## config.mk

```make
export PLATFORM = sky130hd
export DESIGN_NAME = dm_arbiter_flat
export DESIGN_NICKNAME = d
export VERILOG_FILES = /design/src/rtl/dm_arbiter_if.sv /design/src/rtl/dm_arbiter.sv /design/src/flat_wrapper.sv
export SDC_FILE = /design/constraint.sdc
export NUM_CORES = 1
export LEC_CHECK = 0
export CAP_MARGIN = 30
export CORE_AREA = 4 4 111 113
export CTS_CLUSTER_SIZE = 20
export DETAILED_ROUTE_END_ITERATION = 10
export DIE_AREA = 0 0 115 117
export HOLD_SLACK_MARGIN = 0.1
export PLACE_DENSITY = 0.58
export REMOVE_ABC_BUFFERS = 1
export SETUP_SLACK_MARGIN = 0.1
export SLEW_MARGIN = 30
export SYNTH_ARGS = -nofsm -noshare
export SYNTH_HDL_FRONTEND = slang
export SYNTH_SLANG_ARGS = --single-unit
```

## constraint.sdc

```tcl
create_clock -name clk -period 1.67 [get_ports clk]
set_clock_uncertainty 0.15 [all_clocks]
set_input_delay 0.167 -clock clk [delete_from_list [all_inputs] [get_ports clk]]
set_output_delay 0.167 -clock clk [all_outputs]
set_load 0.01 [all_outputs]
```

## src/rtl/dm_arbiter_if.sv

```systemverilog
// Requester and data-memory signals of the two-port data-memory arbiter.
//
// Handshake: req[p] is the request ("valid") of port p. Its attributes (we,
// adr, wdata, wid) stay stable from the cycle req is raised through the
// cycle ack[p] is high. ack[p] is the one-cycle "done" pulse for that
// access, with err[p] and rdata valid alongside it. A port holding req
// high through its ack cycle asks for a further access, which is served
// starting in the next cycle.
interface dm_arbiter_if;
    logic [1:0]  req;
    logic [1:0]  lock;
    logic [1:0]  we;
    logic [31:0] adr0;
    logic [31:0] adr1;
    logic [31:0] wdata0;
    logic [31:0] wdata1;
    logic [2:0]  wid0;
    logic [2:0]  wid1;
    logic [1:0]  ack;
    logic [1:0]  err;
    logic [31:0] rdata;
    logic        cpu_stall;
    logic [31:0] mem_adr;
    logic [31:0] mem_write;
    logic        memw_enable;
    logic [2:0]  width;
    logic [31:0] mem_read;
    // Internal state made visible for observation.
    logic [0:0]  dbg_st;
    logic        dbg_owner;
    logic        dbg_last;
    logic [7:0]  dbg_bcnt;

    modport slave (
        input  req, lock, we, adr0, adr1, wdata0, wdata1, wid0, wid1, mem_read,
        output ack, err, rdata, cpu_stall, mem_adr, mem_write, memw_enable, width,
        output dbg_st, dbg_owner, dbg_last, dbg_bcnt
    );

    modport master (
        output req, lock, we, adr0, adr1, wdata0, wdata1, wid0, wid1, mem_read,
        input  ack, err, rdata, cpu_stall, mem_adr, mem_write, memw_enable, width,
        input  dbg_st, dbg_owner, dbg_last, dbg_bcnt
    );
endinterface

```

## src/rtl/dm_arbiter.sv

```systemverilog
// Two-port round-robin arbiter in front of the single-port data memory.
// Port 0 is the CPU MEM stage, port 1 the debug/DMA loader. One access per
// cycle; a locked owner may keep the memory for up to MAX_BURST accesses
// in a row while the other port waits.
module dm_arbiter #(
    parameter int MAX_BURST = 4
) (
    input  logic       clk,
    input  logic       reset,
    dm_arbiter_if.slave bus
);

    localparam int BCNT_W = (MAX_BURST > 1) ? $clog2(MAX_BURST) : 1;
    localparam logic [BCNT_W-1:0] BCNT_LAST = BCNT_W'(MAX_BURST - 1);

    localparam logic [0:0] ST_IDLE = 1'b0;
    localparam logic [0:0] ST_ACC  = 1'b1;

    logic [0:0]        st_q, st_d;
    logic              owner_q, owner_d;
    logic              last_q, last_d;
    logic [BCNT_W-1:0] bcnt_q, bcnt_d;

    logic              in_acc;
    logic [31:0]       sel_adr;
    logic [31:0]       sel_wdata;
    logic [2:0]        sel_wid;
    logic              sel_we;
    logic              misalign;
    logic [1:0]        ack_c;
    logic [1:0]        err_c;
    logic [1:0]        pick_idle;
    logic [1:0]        pick_acc;
    logic              cont;
    logic              other_req;

    // Returns {found, port}: a sole requester wins, a tie goes to ~last_port.
    function automatic logic [1:0] pick(input logic [1:0] r, input logic last_port);
        logic [1:0] res;
        res = 2'b00;
        case (r)
            2'b01:   res = 2'b10;
            2'b10:   res = 2'b11;
            2'b11:   res = {1'b1, ~last_port};
            default: res = 2'b00;
        endcase
        return res;
    endfunction

    // Select the owner's access attributes and flag misaligned accesses.
    always_comb begin
        in_acc    = (st_q == ST_ACC);
        sel_adr   = owner_q ? bus.adr1   : bus.adr0;
        sel_wdata = owner_q ? bus.wdata1 : bus.wdata0;
        sel_wid   = owner_q ? bus.wid1   : bus.wid0;
        sel_we    = bus.we[owner_q];
        // Word needs a 4-byte boundary; any other width is handled as half.
        misalign  = (sel_wid == 3'd0) ? (sel_adr[1:0] != 2'b00) : sel_adr[0];
    end

    // Completion pulse and error flag to the current owner.
    always_comb begin
        ack_c = 2'b00;
        err_c = 2'b00;
        if (in_acc) begin
            ack_c[owner_q] = 1'b1;
            err_c[owner_q] = misalign;
        end
    end

    assign bus.ack         = ack_c;
    assign bus.err         = err_c;
    assign bus.rdata       = in_acc ? bus.mem_read : 32'd0;
    assign bus.mem_adr     = in_acc ? sel_adr : 32'd0;
    assign bus.mem_write   = in_acc ? sel_wdata : 32'd0;
    assign bus.width       = in_acc ? sel_wid : 3'd0;
    assign bus.memw_enable = in_acc & sel_we & ~misalign;
    // Stall stays low while reset is held so every output is quiet in reset.
    assign bus.cpu_stall   = reset & bus.req[0] & ~ack_c[0];

    assign bus.dbg_st    = st_q;
    assign bus.dbg_owner = owner_q;
    assign bus.dbg_last  = last_q;
    assign bus.dbg_bcnt  = 8'(bcnt_q);

    // Next-state: grant from idle, extend a locked burst, or rotate owner.
    always_comb begin
        st_d      = st_q;
        owner_d   = owner_q;
        last_d    = last_q;
        bcnt_d    = bcnt_q;
        pick_idle = pick(bus.req, last_q);
        // Re-pick after the current owner is recorded as served last.
        pick_acc  = pick(bus.req, owner_q);
        cont      = bus.lock[owner_q] & bus.req[owner_q];
        other_req = bus.req[~owner_q];
        case (st_q)
            ST_IDLE: begin
                if (pick_idle[1]) begin
                    st_d    = ST_ACC;
                    owner_d = pick_idle[0];
                    bcnt_d  = '0;
                end
            end
            ST_ACC: begin
                if (cont && (bcnt_q < BCNT_LAST)) begin
                    bcnt_d = bcnt_q + BCNT_W'(1);
                end else if (cont && !other_req) begin
                    // Burst budget spent but nobody is waiting: keep going.
                    bcnt_d = '0;
                end else begin
                    last_d = owner_q;
                    bcnt_d = '0;
                    if (pick_acc[1]) begin
                        owner_d = pick_acc[0];
                    end else begin
                        st_d = ST_IDLE;
                    end
                end
            end
            default: begin
                st_d = ST_IDLE;
            end
        endcase
    end

    // State registers; last resets to 1 so port 0 wins the first tie.
    always_ff @(posedge clk or negedge reset) begin
        if (!reset) begin
            st_q    <= ST_IDLE;
            owner_q <= 1'b0;
            last_q  <= 1'b1;
            bcnt_q  <= '0;
        end else begin
            st_q    <= st_d;
            owner_q <= owner_d;
            last_q  <= last_d;
            bcnt_q  <= bcnt_d;
        end
    end

endmodule

```

## src/flat_wrapper.sv

```systemverilog
// flat-port wrapper written by rule: the top's interface ports become plain ports
module dm_arbiter_flat 
#(
    parameter int MAX_BURST = 4
)
  (clk, reset, bus_req, bus_lock, bus_we, bus_adr0, bus_adr1, bus_wdata0, bus_wdata1, bus_wid0, bus_wid1, bus_mem_read, bus_ack, bus_err, bus_rdata, bus_cpu_stall, bus_mem_adr, bus_mem_write, bus_memw_enable, bus_width, bus_dbg_st, bus_dbg_owner, bus_dbg_last, bus_dbg_bcnt);
  dm_arbiter_if bus_i ();
  input  logic clk;
  input  logic reset;
  input wire logic [$bits(bus_i.req)-1:0] bus_req;
  input wire logic [$bits(bus_i.lock)-1:0] bus_lock;
  input wire logic [$bits(bus_i.we)-1:0] bus_we;
  input wire logic [$bits(bus_i.adr0)-1:0] bus_adr0;
  input wire logic [$bits(bus_i.adr1)-1:0] bus_adr1;
  input wire logic [$bits(bus_i.wdata0)-1:0] bus_wdata0;
  input wire logic [$bits(bus_i.wdata1)-1:0] bus_wdata1;
  input wire logic [$bits(bus_i.wid0)-1:0] bus_wid0;
  input wire logic [$bits(bus_i.wid1)-1:0] bus_wid1;
  input wire logic [$bits(bus_i.mem_read)-1:0] bus_mem_read;
  output wire logic [$bits(bus_i.ack)-1:0] bus_ack;
  output wire logic [$bits(bus_i.err)-1:0] bus_err;
  output wire logic [$bits(bus_i.rdata)-1:0] bus_rdata;
  output wire logic [$bits(bus_i.cpu_stall)-1:0] bus_cpu_stall;
  output wire logic [$bits(bus_i.mem_adr)-1:0] bus_mem_adr;
  output wire logic [$bits(bus_i.mem_write)-1:0] bus_mem_write;
  output wire logic [$bits(bus_i.memw_enable)-1:0] bus_memw_enable;
  output wire logic [$bits(bus_i.width)-1:0] bus_width;
  output wire logic [$bits(bus_i.dbg_st)-1:0] bus_dbg_st;
  output wire logic [$bits(bus_i.dbg_owner)-1:0] bus_dbg_owner;
  output wire logic [$bits(bus_i.dbg_last)-1:0] bus_dbg_last;
  output wire logic [$bits(bus_i.dbg_bcnt)-1:0] bus_dbg_bcnt;
  assign bus_i.req = bus_req;
  assign bus_i.lock = bus_lock;
  assign bus_i.we = bus_we;
  assign bus_i.adr0 = bus_adr0;
  assign bus_i.adr1 = bus_adr1;
  assign bus_i.wdata0 = bus_wdata0;
  assign bus_i.wdata1 = bus_wdata1;
  assign bus_i.wid0 = bus_wid0;
  assign bus_i.wid1 = bus_wid1;
  assign bus_i.mem_read = bus_mem_read;
  assign bus_ack = bus_i.ack;
  assign bus_err = bus_i.err;
  assign bus_rdata = bus_i.rdata;
  assign bus_cpu_stall = bus_i.cpu_stall;
  assign bus_mem_adr = bus_i.mem_adr;
  assign bus_mem_write = bus_i.mem_write;
  assign bus_memw_enable = bus_i.memw_enable;
  assign bus_width = bus_i.width;
  assign bus_dbg_st = bus_i.dbg_st;
  assign bus_dbg_owner = bus_i.dbg_owner;
  assign bus_dbg_last = bus_i.dbg_last;
  assign bus_dbg_bcnt = bus_i.dbg_bcnt;
  dm_arbiter #(.MAX_BURST(MAX_BURST)) u_core (.clk(clk), .reset(reset), .bus(bus_i));
endmodule
```

==> metrics.md <==
| Metric | Value |
|---|---|
| CTS H-tree depth | 1 |
| Startpoint types | register |
| Setup ws final | -0.142 ns |
| Cells after Synth | 233 |
| Hold_sp | u_core.bus.dbg_last |
| Tcrit/Tclk final | 108% |
| Hold Path Class | register to register |
| Mapped cell area | ~1800 um^2 |
| FF-to-FF Start | u_core.bus.dbg_owner |
| Via density | 4.14 |
| Largest net degree at the start of global routing | 20 |
| Number of global-route vias before repair | between 3000 and 4000 |
| Outcome | finished with violations |
| Num CTS Buffers | 3 |
| RSZ-0062 raised after global routing | yes |
| CTS tree | done |
| Most common cell after layout, fill and taps aside | clkdlybuf4s50_1 |
| Final hold slack | 0.392 ns |
| Worst Path Max Fanout | 8 |
| Max-cap viol count | 0 |
| Port bufs | 283 |
| Clk_lat worst skew | 0.23 ns |
| ANT cells | 0 |
| Iteration-0 DRC Markers | 57 |
| Peak Freq | 552 MHz |
| Failing checks | negative setup slack |
| CTS Root Buffer Type | clkbuf_16 |
| WL/cell | 16.9 um |
| DRC viols | 0 |
| VDD IR max | around 560 uV |
| FP Rows | 39 |
| Crit. End Element | output port |
| Final setup viols | 65 |
| NumNets Final | 724 |
| Drt first pass iters | 3 |
| Core Area | roughly 11000 um^2 |
| Clock transition at path regs | 0.03 ns |
| Met2 wire length | 6560 um |
| M1 WL | 3590 um |
| Vias post-DR | between 2000 and 3000 |
| Cell Area, Placed | roughly 4900 um^2 |
| Final instance area | 5290 um^2 |
| WP data required | 1.35 ns |
| Most frequent cells in the layout | clkdlybuf4s50_1, buf_2, nor2b_1 |
| GPL Wtd Cong | approximately 0.80 |
| # IOs | 290 |
| Total GRT Usage | 15.3% |
| Lkg Pwr | 2.50 nW |
| CP startpoint | u_core.bus.dbg_owner |
| Met3 wire length | about 1400 um |
| Power Dens Cells | 558 nW/um^2 |
| Slew Viols, Final | 0 |
| Die ar. | between 10000 and 15000 um^2 |
| Initial antenna violation count | 0 |
| Worst EP arrival | 1.49 ns |
| Initial Util | approximately 16% |
| Synth warn | 0 |
| Clock sink total | 5 |
| Area growth from synthesis to layout | 195% |
| Min Tclk post-route | 1.81 ns |
| CTS Buffer Depth | 2 |
| GRT overflow | 0 |
| Share of layout cells above drive strength 1 | a little under two fifths |
| DP HPWL | 8980 um |
| Syn avg cell area | 7.69 um^2 |
| Crit path kind | register to output port |
| Final ANT Viol Nets | 0 |
| Netlist cell types | 30 |
| Total wire length | 11700 um |
| Seq/Total Area, Yosys | under 10% |
| Final hold viol count | 0 |
| First-pass GRT wire length | about 16000 um |
| Chip Width | 115 um |
| Die Height | around 120 um |
| Max Used Layer | met4 |
| Seq cells post-synth | 5 |
-- cells by family (layout without fill, tap and decap cells) --
group / after synthesis / after routing / share of synthesized area [%]
simple gates: 119 / 119 / 41.0
buf+inv: 29 / 339 / 9.22
mux: 66 / 66 / 36.9
flops: 5 / 5 / 7.05
fa+ha+maj: 1 / 1 / 0.698
other cells: 1 / 6 / 0.209
compound gates: 12 / 12 / 4.96
-- synth_stat cells --
cell type | count | share of area, %
nor4b_2 | 1 | 0.84
dfrtp_1 | 4 | 5.6
o32ai_1 | 1 | 0.49
o21a_1 | 2 | 0.84
mux2i_1 | 66 | 37
nor2_1 | 4 | 0.84
conb_1 | 1 | 0.21
dfstp_2 | 1 | 1.5
nor4_1 | 1 | 0.35
buf_2 | 3 | 0.84
ha_1 | 1 | 0.70
nor2b_2 | 1 | 0.49
o31a_1 | 1 | 0.49
a21boi_1 | 1 | 0.42
and2_1 | 33 | 12
o22ai_1 | 2 | 0.70
inv_1 | 4 | 0.84
nand2b_1 | 2 | 0.70
a31oi_1 | 1 | 0.35
a221oi_1 | 1 | 0.49
nand4b_1 | 1 | 0.49
o21ai_1 | 1 | 0.28
clkbuf_1 | 9 | 1.9
nand2_1 | 8 | 1.7
a21o_1 | 1 | 0.42
buf_4 | 12 | 5.0
buf_6 | 1 | 0.63
a32oi_1 | 1 | 0.49
nor2b_1 | 67 | 23
nor4_2 | 1 | 0.70
-- through the flow --
| stage | util (%) | setup TNS, ns | power (mW) | cells | setup slack, ns |
|---|---|---|---|---|---|
| 2_1_floorplan | - | -129.84 | 1.13 | 213 | -1.80 |
| 3_3_place_gp | 43.5 | -17.30 | 2.45 | 662 | -0.388 |
| 3_5_place_dp | 43.5 | -18.10 | 2.47 | 662 | -0.345 |
| 4_1_cts | 44.8 | -5.59 | 2.87 | 689 | -0.160 |
| 5_1_grt | 46.8 | -8.74 | 3.14 | 691 | -0.198 |
| 6_report | 46.8 | -4.60 | 2.95 | 691 | -0.142 |
-- where the power goes --
group | total, mW | internal, mW | leakage [nW] | switching (mW)
Sequential | 0.178 | 0.152 | 0.0580 | 0.0266
Combinational | 2.37 | 1.43 | 2.41 | 0.943
Clock | 0.401 | 0.317 | 0.0382 | 0.0843
-- layer usage --
layer  GRT usage, %  vias to the layer above
li1               -                     1400
met1           14.7                     1279
met2           32.3                      174
met3           4.27                        8
met4           2.43                        0
met5              0                        -
-- registers in the layout, indices dropped and copies added, names as in the netlist --
register and flops:
u_core.bus.dbg_last 1, u_core.bus.dbg_owner 1, u_core.bcnt_q 2, u_core.bus.dbg_st 1
-- worst paths after layout --
path	to	slack, ns	cells past startpoint
setup / recovery	bus_memw_enable	-0.14	5
hold / removal	u_core.bus.dbg_last	0.39	1
setup reg to reg	u_core.bus.dbg_last	0.10	7
hold reg to reg	u_core.bus.dbg_last	0.39	1
max in group asynchronous	u_core.bus.dbg_last	0.52	3
min in group asynchronous	u_core.bus.dbg_owner	0.66	3
-- cell type report --
cell class              instances  area, um^2
well taps                     143         179
inverters                       4        15.0
clock buffers                   4        78.8
repair buffers                331        3210
fillers                      1137        6030
flip-flops and latches          5         131
multi-input cells             204        1680
-- timing repair --
item,4_1_cts,5_1_grt
endpoints found under the hold margin,4,0
buffers inserted,14,3
pin swaps,10,11
cloned,8,3
resized for setup,499,41
setup endpoints to repair,112,102
hold buffers,1,0
-- worst max-delay path, stage by stage, from the launching register on --
cell and delay (ns):
dfrtp_4 0.45, buf_12 0.17, buf_6 0.11, a32oi_2 0.09, nor4b_2 0.27, buf_2 0.17
Power figures use the tool's default switching activity.
